$ cat src/rtl/count_capture_tx.sv
// count_capture_tx
// Read side of the 8-bit start/stop event counter. Every rising edge on the
// asynchronous capture pin snapshots count_in into a small FIFO; queued
// snapshots are sent off-chip as UART 8N1 frames (LSB first) on tx.
//
// Ports:
//   clk         clock
//   rst_n       synchronous, active-low reset
//   count_in    counter value to snapshot (synchronous to clk)
//   capture     asynchronous capture request; rising edge takes a snapshot
//   clear_ovf   synchronous; clears the sticky overflow flag
//   tx          UART serial output, idles high, driven from a register
//   busy        high while a frame is in flight or snapshots are queued
//   overflow    sticky; a snapshot was dropped because the FIFO was full
//   fifo_level  number of queued snapshots (0..FIFO_DEPTH)
module count_capture_tx #(
    parameter int unsigned CLKS_PER_BIT = 16,
    parameter int unsigned FIFO_DEPTH   = 4
) (
    input  logic                        clk,
    input  logic                        rst_n,
    input  logic [7:0]                  count_in,
    input  logic                        capture,
    input  logic                        clear_ovf,
    output logic                        tx,
    output logic                        busy,
    output logic                        overflow,
    output logic [$clog2(FIFO_DEPTH):0] fifo_level
);
    localparam int unsigned PTR_W = $clog2(FIFO_DEPTH);
    localparam int unsigned LVL_W = PTR_W + 1;
    localparam int unsigned TMR_W = 16;
    localparam logic [TMR_W-1:0] BIT_LAST = TMR_W'(CLKS_PER_BIT - 1);
    localparam logic [LVL_W-1:0] LVL_FULL = LVL_W'(FIFO_DEPTH);

    typedef enum logic [1:0] {
        IDLE  = 2'd0,
        START = 2'd1,
        DATA  = 2'd2,
        STOP  = 2'd3
    } state_t;

    // ------------------------------------------------------------------
    // Capture synchronizer and rising-edge detector
    // ------------------------------------------------------------------
    logic s1_q, s2_q, s3_q;
    logic capture_evt;

    always_ff @(posedge clk) begin
        if (!rst_n) begin
            s1_q <= 1'b0;
            s2_q <= 1'b0;
            s3_q <= 1'b0;
        end else begin
            s1_q <= capture;
            s2_q <= s1_q;
            s3_q <= s2_q;
        end
    end

    // One event per rising edge no matter how long capture stays high.
    assign capture_evt = s2_q & ~s3_q;

    // ------------------------------------------------------------------
    // Snapshot FIFO
    // ------------------------------------------------------------------
    logic [7:0]       mem_q [FIFO_DEPTH];
    logic [PTR_W-1:0] wr_ptr_q, rd_ptr_q;
    logic [LVL_W-1:0] level_q, level_d;
    logic             fifo_full, fifo_empty;
    logic             push, pop, drop;
    logic             ovf_q, ovf_d;

    state_t           state_q, state_d;
    logic [TMR_W-1:0] timer_q, timer_d;
    logic [2:0]       bit_idx_q, bit_idx_d;
    logic [7:0]       shift_q, shift_d;
    logic             tx_q, tx_d;

    assign fifo_full  = (level_q == LVL_FULL);
    assign fifo_empty = (level_q == '0);

    // The transmitter takes the head whenever it is idle and data waits.
    assign pop  = (state_q == IDLE) && !fifo_empty;
    // A full FIFO still accepts a snapshot when the head leaves at the
    // same edge; the write lands in the slot being vacated.
    assign push = capture_evt && (!fifo_full || pop);
    assign drop = capture_evt && fifo_full && !pop;

    always_comb begin
        level_d = level_q;
        case ({push, pop})
            2'b10:   level_d = level_q + LVL_W'(1);
            2'b01:   level_d = level_q - LVL_W'(1);
            default: level_d = level_q;
        endcase
    end

    // Setting wins over clearing so a drop is never silently lost.
    always_comb begin
        ovf_d = ovf_q;
        if (drop) begin
            ovf_d = 1'b1;
        end else if (clear_ovf) begin
            ovf_d = 1'b0;
        end
    end

    // Storage needs no reset: the pointers and level define what is valid.
    always_ff @(posedge clk) begin
        if (push) begin
            mem_q[wr_ptr_q] <= count_in;
        end
    end

    always_ff @(posedge clk) begin
        if (!rst_n) begin
            wr_ptr_q <= '0;
            rd_ptr_q <= '0;
            level_q  <= '0;
            ovf_q    <= 1'b0;
        end else begin
            if (push) begin
                wr_ptr_q <= wr_ptr_q + PTR_W'(1);
            end
            if (pop) begin
                rd_ptr_q <= rd_ptr_q + PTR_W'(1);
            end
            level_q <= level_d;
            ovf_q   <= ovf_d;
        end
    end

    // ------------------------------------------------------------------
    // UART transmitter
    // ------------------------------------------------------------------
    always_ff @(posedge clk) begin
        if (!rst_n) begin
            state_q   <= IDLE;
            timer_q   <= '0;
            bit_idx_q <= '0;
            shift_q   <= '0;
            tx_q      <= 1'b1;
        end else begin
            state_q   <= state_d;
            timer_q   <= timer_d;
            bit_idx_q <= bit_idx_d;
            shift_q   <= shift_d;
            tx_q      <= tx_d;
        end
    end

    // tx_d is the level for the next bit period, so tx changes exactly at
    // bit boundaries straight out of a flop.
    always_comb begin
        state_d   = state_q;
        timer_d   = timer_q;
        bit_idx_d = bit_idx_q;
        shift_d   = shift_q;
        tx_d      = tx_q;
        case (state_q)
            IDLE: begin
                tx_d = 1'b1;
                if (!fifo_empty) begin
                    state_d = START;
                    shift_d = mem_q[rd_ptr_q];
                    timer_d = BIT_LAST;
                    tx_d    = 1'b0;
                end
            end
            START: begin
                if (timer_q == '0) begin
                    state_d   = DATA;
                    timer_d   = BIT_LAST;
                    bit_idx_d = 3'd0;
                    tx_d      = shift_q[0];
                    shift_d   = {1'b0, shift_q[7:1]};
                end else begin
                    timer_d = timer_q - TMR_W'(1);
                end
            end
            DATA: begin
                if (timer_q == '0) begin
                    timer_d = BIT_LAST;
                    if (bit_idx_q == 3'd7) begin
                        state_d = STOP;
                        tx_d    = 1'b1;
                    end else begin
                        bit_idx_d = bit_idx_q + 3'd1;
                        tx_d      = shift_q[0];
                        shift_d   = {1'b0, shift_q[7:1]};
                    end
                end else begin
                    timer_d = timer_q - TMR_W'(1);
                end
            end
            STOP: begin
                tx_d = 1'b1;
                if (timer_q == '0) begin
                    state_d = IDLE;
                end else begin
                    timer_d = timer_q - TMR_W'(1);
                end
            end
            default: begin
                state_d = IDLE;
                tx_d    = 1'b1;
            end
        endcase
    end

    assign tx         = tx_q;
    assign busy       = (state_q != IDLE) || !fifo_empty;
    assign overflow   = ovf_q;
    assign fifo_level = level_q;

endmodule

$ cat config.mk
export PLATFORM = sky130hd
export DESIGN_NAME = count_capture_tx
export DESIGN_NICKNAME = d
export VERILOG_FILES = /design/src/rtl/count_capture_tx.sv
export SDC_FILE = /design/constraint.sdc
export NUM_CORES = 1
export LEC_CHECK = 0
export BUFFER_PORTS_ARGS = -buffer_cell sky130_fd_sc_hd__buf_2
export CAP_MARGIN = 10
export CORE_MARGIN = 2
export CORE_UTILIZATION = 50
export CTS_CLUSTER_SIZE = 30
export DETAILED_ROUTE_END_ITERATION = 10
export PLACE_DENSITY = 0.82
export SLEW_MARGIN = 20
export SYNTH_ARGS = -nofsm -noshare
export SYNTH_HDL_FRONTEND = slang
export SYNTH_SLANG_ARGS = --single-unit
$ cat constraint.sdc
create_clock -name clk -period 2.1 [get_ports clk]
set_input_delay 0.42 -clock clk [delete_from_list [all_inputs] [get_ports clk]]
set_output_delay 0.42 -clock clk [all_outputs]
set_load 0.02 [all_outputs]
Word level (Yosys, flattened, before mapping)
Memory sizes are Yosys's and may differ from the RTL's. A register that Yosys moved wholly into a read port is not among the register bits.
Cells that the tools add are included.

storage, ports and cells
  memory bits (writable) = 32
  register bits = 41
  memories = 1

operators by class
  $add $sub $neg = 6
  muxes and demuxes = 31
  reductions and logical operators = 23
  bitwise operators = 2
  equal/unequal tests = 14

memory list
  memory  words  width  read ports  clocked after memory_dff  wr ports  line  source
  mem_q   4      8      1           1                         1         67    logic [7:0] mem_q [FIFO_DEPTH];

operators by type and width
  kind                                                                   count
  16-bit 2-to-1 mux                                                      3
  16-bit case mux with 3 select lines                                    1
  8-bit 2-to-1 mux                                                       4
  8-bit case mux with 3 select lines                                     1
  16-bit logical NOT                                                     1
  16-bit by 1-bit subtractor with 16-bit output (second input constant)  1
  2-bit 2-to-1 mux                                                       7
  2-bit != test (second input constant)                                  7
  3-bit case mux with 2 select lines                                     2
  5-bit AND reduction                                                    2
  3-bit 2-to-1 mux                                                       3
  1-bit 2-to-1 mux                                                       8
  2-bit case mux with 4 select lines                                     1
  2-bit nonzero test                                                     4
  3-bit by 1-bit adder with 3-bit output (second input constant)         2
  2-bit == test (second input constant)                                  3
  3-bit == test (second input constant)                                  2
  2-bit by 1-bit adder with 2-bit output (second input constant)         2
  2-bit by 1-bit == test with 1-bit output (second input constant)       2
  1-bit logical AND                                                      4
  1-bit case mux with 4 select lines                                     1
  2-bit AND reduction                                                    2
  4-bit AND reduction                                                    1
  1-bit logical NOT                                                      3
  8 further kinds                                                        9

Longest topological paths before layout
Gate-level depths: netlist of the first run.

  word-level depth = 7
  gate-level depth with buffers = 11
  mapped depth without buffers = 10

Worst setup path after synthesis of the first run
OpenSTA, ideal clock, no wires.

  path kind = register to register
  start point = register state_q[0]
  end point = register level_q[2], in the netlist fifo_level[2]
  path buffers = 1
  data arrival time = 2,112 ps
  cell stages (with the launch flop) = 12
  required time = 1,985 ps
  clock period less this slack = 2,226 ps
  setup time = 115 ps
  setup slack = -126 ps
  cells stage by stage = dfxtp_1 -> inv_1 -> ha_1 -> buf_2 -> inv_2 -> nor2_1 -> nand2_1 -> fa_1 -> or3_1 -> nand3_1 -> o41ai_1 -> o21a_1

between the ends
  word-level cells in the longest chain between the ends = 6

RTL lines
  what                                                                              line  source
  start, declared                                                                   74    state_t state_q, state_d;
  start signal, assigned                                                            145   state_q <= state_d;
  2-bit logical NOT *                                                               84    assign pop = (state_q == IDLE) && !fifo_empty;
  1-bit logical AND *                                                               84
  1-bit logical OR                                                                  87    assign push = capture_evt && (!fifo_full || pop);
  1-bit logical AND                                                                 87
  2-bit by 1-bit == test with 1-bit output / 2-bit == test (equally long branches)  92    case ({push, pop})
  3-bit case mux with 2 select lines / 2-bit nonzero test (equally long branches)   n/a
  end signal, assigned                                                              129   level_q <= level_d;
  end, declared                                                                     69    logic [LVL_W-1:0] level_q, level_d;

Every way passes the cells marked *; elsewhere a longest branch is shown, timed or not.
A chain may end at the register's enable or synchronous reset.

Worst setup path after layout of the first run
  start point = register state_q[1]
  end point = register level_q[2], in the netlist fifo_level[2]

The elaborated chain is that of the path after synthesis.

==> results of run 1 <==
-- worst paths after layout --
check / start / endpoint / slack, ns / cells after the start
hold / removal: capture / s1_q$_SDFF_PN0_ / 0.28 / 2
setup reg to reg: state_q[1]$_SDFFE_PN0P_ / fifo_level[2]$_SDFFE_PN0P_ / 0.09 / 10
hold reg to reg: s1_q$_SDFF_PN0_ / s2_q$_SDFF_PN0_ / 0.44 / 1
setup / recovery: state_q[1]$_SDFFE_PN0P_ / fifo_level[2]$_SDFFE_PN0P_ / 0.09 / 10
-- worst max-delay path, cell delays in order, from the launching register on --
cell and delay [ns]:
dfxtp_2 0.35, inv_2 0.09, ha_4 0.14, inv_2 0.06, nor2_4 0.12, nand2_2 0.07
fa_2 0.39, or3_4 0.38, nand3_1 0.09, o41ai_1 0.06, o21a_1 0.16
-- flip-flops by register name, indices dropped and copies added (netlist names), named ones only --
name        cells
s1_q            1
fifo_level      3
overflow        1
shift_q         8
mem_q          32
rd_ptr_q        2
s3_q            1
timer_q        16
bit_idx_q       3
state_q         2
wr_ptr_q        2
s2_q            1
tx              1
-- cells by family after synthesis --
group / share of synthesized area, %
simple gates: 17.80
compound gates: 11.63
fa+ha+maj: 4.978
xor+xnor: 1.432
mux: 10.60
buf+inv: 3.921
flops: 49.64
-- final cells by class --
| cell class | instances | area, sq um | area share (%) |
|---|---|---|---|
| multi-input combinational | 227 | 1755 | 41.84 |
| sequential | 75 | 1828 | 43.57 |
| clock inverter | 7 | 90.09 | 2.147 |
| inverter | 16 | 62.56 | 1.491 |
| timing repair buffer | 33 | 211.5 | 5.040 |
| tap | 99 | 123.9 | 2.953 |
| clock buffer | 9 | 123.9 | 2.953 |
-- power by group --
group / switching, mW / total, mW / internal (mW)
clock: 0.602 / 1.19 / 0.584
sequential: 0.160 / 1.85 / 1.69
combinational: 1.05 / 1.97 / 0.919
total: 1.81 / 5.00 / 3.19
-- routing by layer --
metal  global-route usage (%)  vias up
li1                         -     1265
met1                    21.84     1265
met2                    33.36       37
met3                    4.753        9
met4                    6.513        0
met5                        0        -
-- what timing repair did --
action                     CTS  global route
setup endpoints to repair    2            57
cloned                       0             0
pin swaps                    0             3
buffers inserted             0             3
resized for setup            3            15
-- metrics by stage --
| step | power (mW) | utilization (%) | setup TNS, ns | area (sq um) | hold WS (ns) |
|---|---|---|---|---|---|
| after floorplan | 3.287 | - | 0 | 3682 | 0.4119 |
| after global placement | 3.619 | 54.39 | 0 | 3902 | 0.4233 |
| after detailed placement | 3.697 | 54.39 | -0.01576 | 3902 | 0.4295 |
| after CTS | 4.908 | 57.40 | 0 | 4119 | 0.2638 |
| after global routing | 5.307 | 58.47 | 0 | 4195 | 0.2606 |
| final | 5.002 | 58.47 | 0 | 4195 | 0.2782 |
-- cells in the final DEF (no fill, tap or decap), drive strengths merged, types with 4 or more instances in the layout --
cell    netlist  routed
dfxtp        43      43
o21ai        14      14
edfxtp       32      32
clkbuf        9       9
buf           7      33
nand2        37      37
o211ai        5       5
a21o          4       4
nor2         20      20
nor4          4       4
nand2b        4       4
xnor2         5       5
nor3          9       9
ha           13      13
mux4          8       8
inv          16      21
a31oi         8       8
a21boi        4       4
nor2b         4       4
nand3         8       8
mux2i        13      13
mux2          7       7
a21oi         9       9
and2         14      14
==> impl_metrics.toml, run 1 <==
[logic_synthesis]
synth-main-ff-cell = "dfxtp_1"
yosys-top-cells-area = "edfxtp_1 26%, dfxtp_1 23%, mux4_2 4.9%"
syn_area_per_cell_sq_um = 10.99
netlist-cell-type-count = 60
ys_ff_latch = 75
synth_edf_count = 32
syn_nets = 360
postSynth.asyncResetShare_pct = 0
synth_area_sq_mm = 0.003670
synth_top_area_share_pct = 26.18
yosysSeqAreaShare_pct = 49.64
yosysTopAreaCell = "edfxtp_1"
ys_warn_count = 0
yosysMostFrequentCell = "dfxtp_1"
synth_commonest_cells = "43 x dfxtp_1, 36 x nand2_1, 32 x edfxtp_1"
synthCells = 334

[pwr]
ir_drop_uv = 649.3
power.density_mw_per_mm2 = 1192
leakage_nw = 1.600

[floorplanning]
core_area_sq_mm = 0.007176
ios = 18
rows = 31
die_height_microns = 89.67
start_util_pct = 51.14
dieWidth_microns = 89.67
die_area_sq_mm = 0.008041

[drt]
drt_wl_total_microns = 6948
vias = 2576
viasPerCell = 5.528
wl_met2_microns = 3657
wl_per_cell_microns = 14.91
ant_nets = 0
wl_met1_microns = 3044
drc = 0
drtIter0Drc = 119
topRoutingLayerUsed = "met4"
met3_wirelength_microns = 157
dr.pass1.iters = 5

[clock_network]
tritoncts = "done"
numCtsBuffers = 9
holdBufCountCts = 0
htreeDepth = 3
cts_buffer_depth = 2
numClockSinks = 75
cts-root-buf = "clkbuf_8"
cts.clk_slew.worst_paths_ns = 0.09
clk_latency_ns = 0.35

[place]
port_buffers = 17
place_inst = 447
place_hpwl_microns = 4740
place_congestion = 0.8353
dp_slack_ns = -0.01576

[final_layout]
area_growth_pct = 14.32
fin_cells = 466
fin_nets = 388
final_layout_size_suffix_gt1_share_pct = 24.80
fill_cells = 590
antenna_cells = 0

[sta]
fin_crit_sh_pct = 95.57
hold_viol = 0
finalSetupViolCount = 0
max_clock_freq_ghz = 0.4983
clock_skew_ns = 0.01142
final-max-slew-violation-count = 0
rsz0062_at_grt = "false"
fin_ws_ns = 0.09312
slew_headroom_pct = 66.11
period_needed_ns = 2.007
tightest_slew_ns = 0.5045

[critical_path]
worstPathRequired_ns = 2.35
worst_setup_path_start_kind = "register"
cp_max_fo = 4
end_kind = "register"
crit_type = "register to register"
arrival_ns = 2.26

[grt]
grt_max_degree = 50
grt.overflow.total = 0
grt_pass1_vias = 2453
grtUsageTotal_pct = 18.73
grt_pass1_wl_microns = 11340
antenna_found_initial = 0

[status]
outcome = "completed"

[run]
cap_violations = 0

[hold_path]
hold_class = "input port to register"
(Power assumes the default switching activity.)
==> inputs of run 2 (changes only) <==
- CORE_ASPECT_RATIO: not set -> 1.4
- CORE_MARGIN: 2 -> not set
- MAX_ROUTING_LAYER: not set -> met4
==> impl_metrics.toml, run 2 (same netlist as run 1, synthesis figures left out) <==
[sta]
tightest_slew_ns = 0.5270
holdWs_ns = 0.2660
finalSetupViolCount = 0
max_clock_freq_ghz = 0.5066
hold_viol = 0
clock_skew_ns = 0.01305
slew_headroom_pct = 64.82
period_needed_ns = 1.974
fin_crit_sh_pct = 93.99
final-max-slew-violation-count = 0

[clock_network]
cts.clk_slew.worst_paths_ns = 0.08
holdBufCountCts = 0
cts-root-buf = "clkbuf_8"
numCtsBuffers = 9
numClockSinks = 75
tritoncts = "done"
cts_buffer_depth = 2
clk_latency_ns = 0.36
htreeDepth = 3

[critical_path]
crit_path_frequent_cell = "inv_2"
cpMaxStageDelayCell = "or3_1"
arrival_ns = 2.23
cp_max_fo = 4
end_kind = "register"
cp-startpoint = "state_q[0]$_SDFFE_PN0P_"
worstPathCellList = "inv_2, ha_4, inv_2, nor2_4, nand2_1, fa_2, or3_1, nand3_1, o41ai_1, o21a_1"
rrSetupSlack_ns = 0.13
crit_buf_inv = 2
cp_num_cells = 10
cp_slowest_stage_delay_ns = 0.39
crit_family = "simple AND/OR/NAND/NOR gates"
reg2regPathDepth = 10
r2r_start = "state_q[0]$_SDFFE_PN0P_"
worst_setup_path_start_kind = "register"
crit_type = "register to register"
worstPathRequired_ns = 2.36

[grt]
grt_pass1_vias = 2576
grt_pass1_wl_microns = 11010
grt.overflow.total = 0
grt_max_degree = 50
antenna_found_initial = 0
grtUsageTotal_pct = 19.61

[final_layout]
antenna_cells = 0
multi_input_area_sq_mm = 0.001743
fin_area_sq_mm = 0.004164
final_cell_mix = "41 x dfxtp_1, 36 x nand2_1, 32 x edfxtp_1"
area_growth_pct = 13.47
top_regs = "mem_q (32), timer_q (16), shift_q (8)"
final_common_cell = "dfxtp_1"
fill_cells = 591
post-route-util_pct = 59.26
largest_reg_flops = 32
fin_nets = 388
max_flop_register = "mem_q"
final_layout_size_suffix_gt1_share_pct = 23.71
fin_cells = 462
seqCellArea_sq_mm = 0.001824

[pwr]
p_comb_share_pct = 39.0
power.density_mw_per_mm2 = 1178
ir_drop_uv = 675.9
swShare_pct = 36.04
leakage_nw = 1.586
p_sw_mw = 1.769
pwr-share-seq_pct = 37.3
p_clk_share_pct = 23.7
p_int_mw = 3.138

[place]
placed_area_sq_mm = 0.003905
place_hpwl_microns = 4653
port_buffers = 17
place_congestion = 0.8565
place_inst = 444

[run]
cap_violations = 0

[drt]
wl_per_cell_microns = 14.33
dr.pass1.iters = 4
drc = 0
ant_nets = 0
vias = 2567
drtIter0Drc = 92
drt_wl_total_microns = 6621
viasPerCell = 5.556

[floorplanning]
die_area_sq_mm = 0.007691
core_area_sq_mm = 0.007027
start_util_pct = 52.23
rows = 36
die_height_microns = 103.4
dieWidth_microns = 74.41
ios = 18

[status]
outcome = "completed"

[hold_path]
min_from = "capture"
hold_class = "input port to register"
holdPathStages = 2
-- run 2: final timing paths --
path | end
setup / recovery | fifo_level[2]$_SDFFE_PN0P_
hold / removal | s1_q$_SDFF_PN0_
setup reg to reg | fifo_level[2]$_SDFFE_PN0P_
hold reg to reg | s2_q$_SDFF_PN0_
-- run 2: repair_timing --
action,CTS,global route
resized for setup,9,4
buffers inserted,2,0
setup endpoints to repair,2,25
gates cloned,0,0
pin swaps,2,1
-- run 2: power by group through the flow --
stage | combinational, mW | sequential (mW) | clock, mW
after floorplan | 1.47 | 1.82 | 0
after global placement | 1.76 | 1.85 | 0
after detailed placement | 1.80 | 1.86 | 0
after CTS | 1.89 | 1.83 | 1.18
after global routing | 2.13 | 1.86 | 1.24
final | 1.91 | 1.83 | 1.16
-- run 2: routing by layer --
layer	global-route usage, %	vias up	share of wire, %
li1	-	1269	-
met1	19.76	1225	40
met2	34.37	58	54
met3	5.039	15	3.4
met4	10.16	0	2.2
met5	-	-	0
-- run 2: worst register-to-register path: stages, from the launching register on --
cell,delay (ns)
dfxtp_2,0.33
inv_2,0.08
ha_4,0.14
inv_2,0.04
nor2_4,0.12
nand2_1,0.08
fa_2,0.37
or3_1,0.39
nand3_1,0.10
o41ai_1,0.07
o21a_1,0.16
-- run 2: cell type report --
type / instances / share of cell area, %
tap: 95 / 2.855
clock buffer: 9 / 2.975
inverter: 16 / 1.442
timing repair buffer: 33 / 5.078
clock inverter: 7 / 1.983
sequential: 75 / 43.81
multi-input combinational: 227 / 41.86
-- run 2: metrics by stage --
stage | setup TNS [ns] | power [mW] | setup slack (ns)
6_report | 0 | 4.907 | 0.1262
5_1_grt | -0.008555 | 5.225 | -0.008555
4_1_cts | 0 | 4.911 | 0.002877
3_5_place_dp | -0.009820 | 3.665 | -0.009820
3_3_place_gp | 0 | 3.613 | 0.07840
2_1_floorplan | 0 | 3.287 | 0.005137
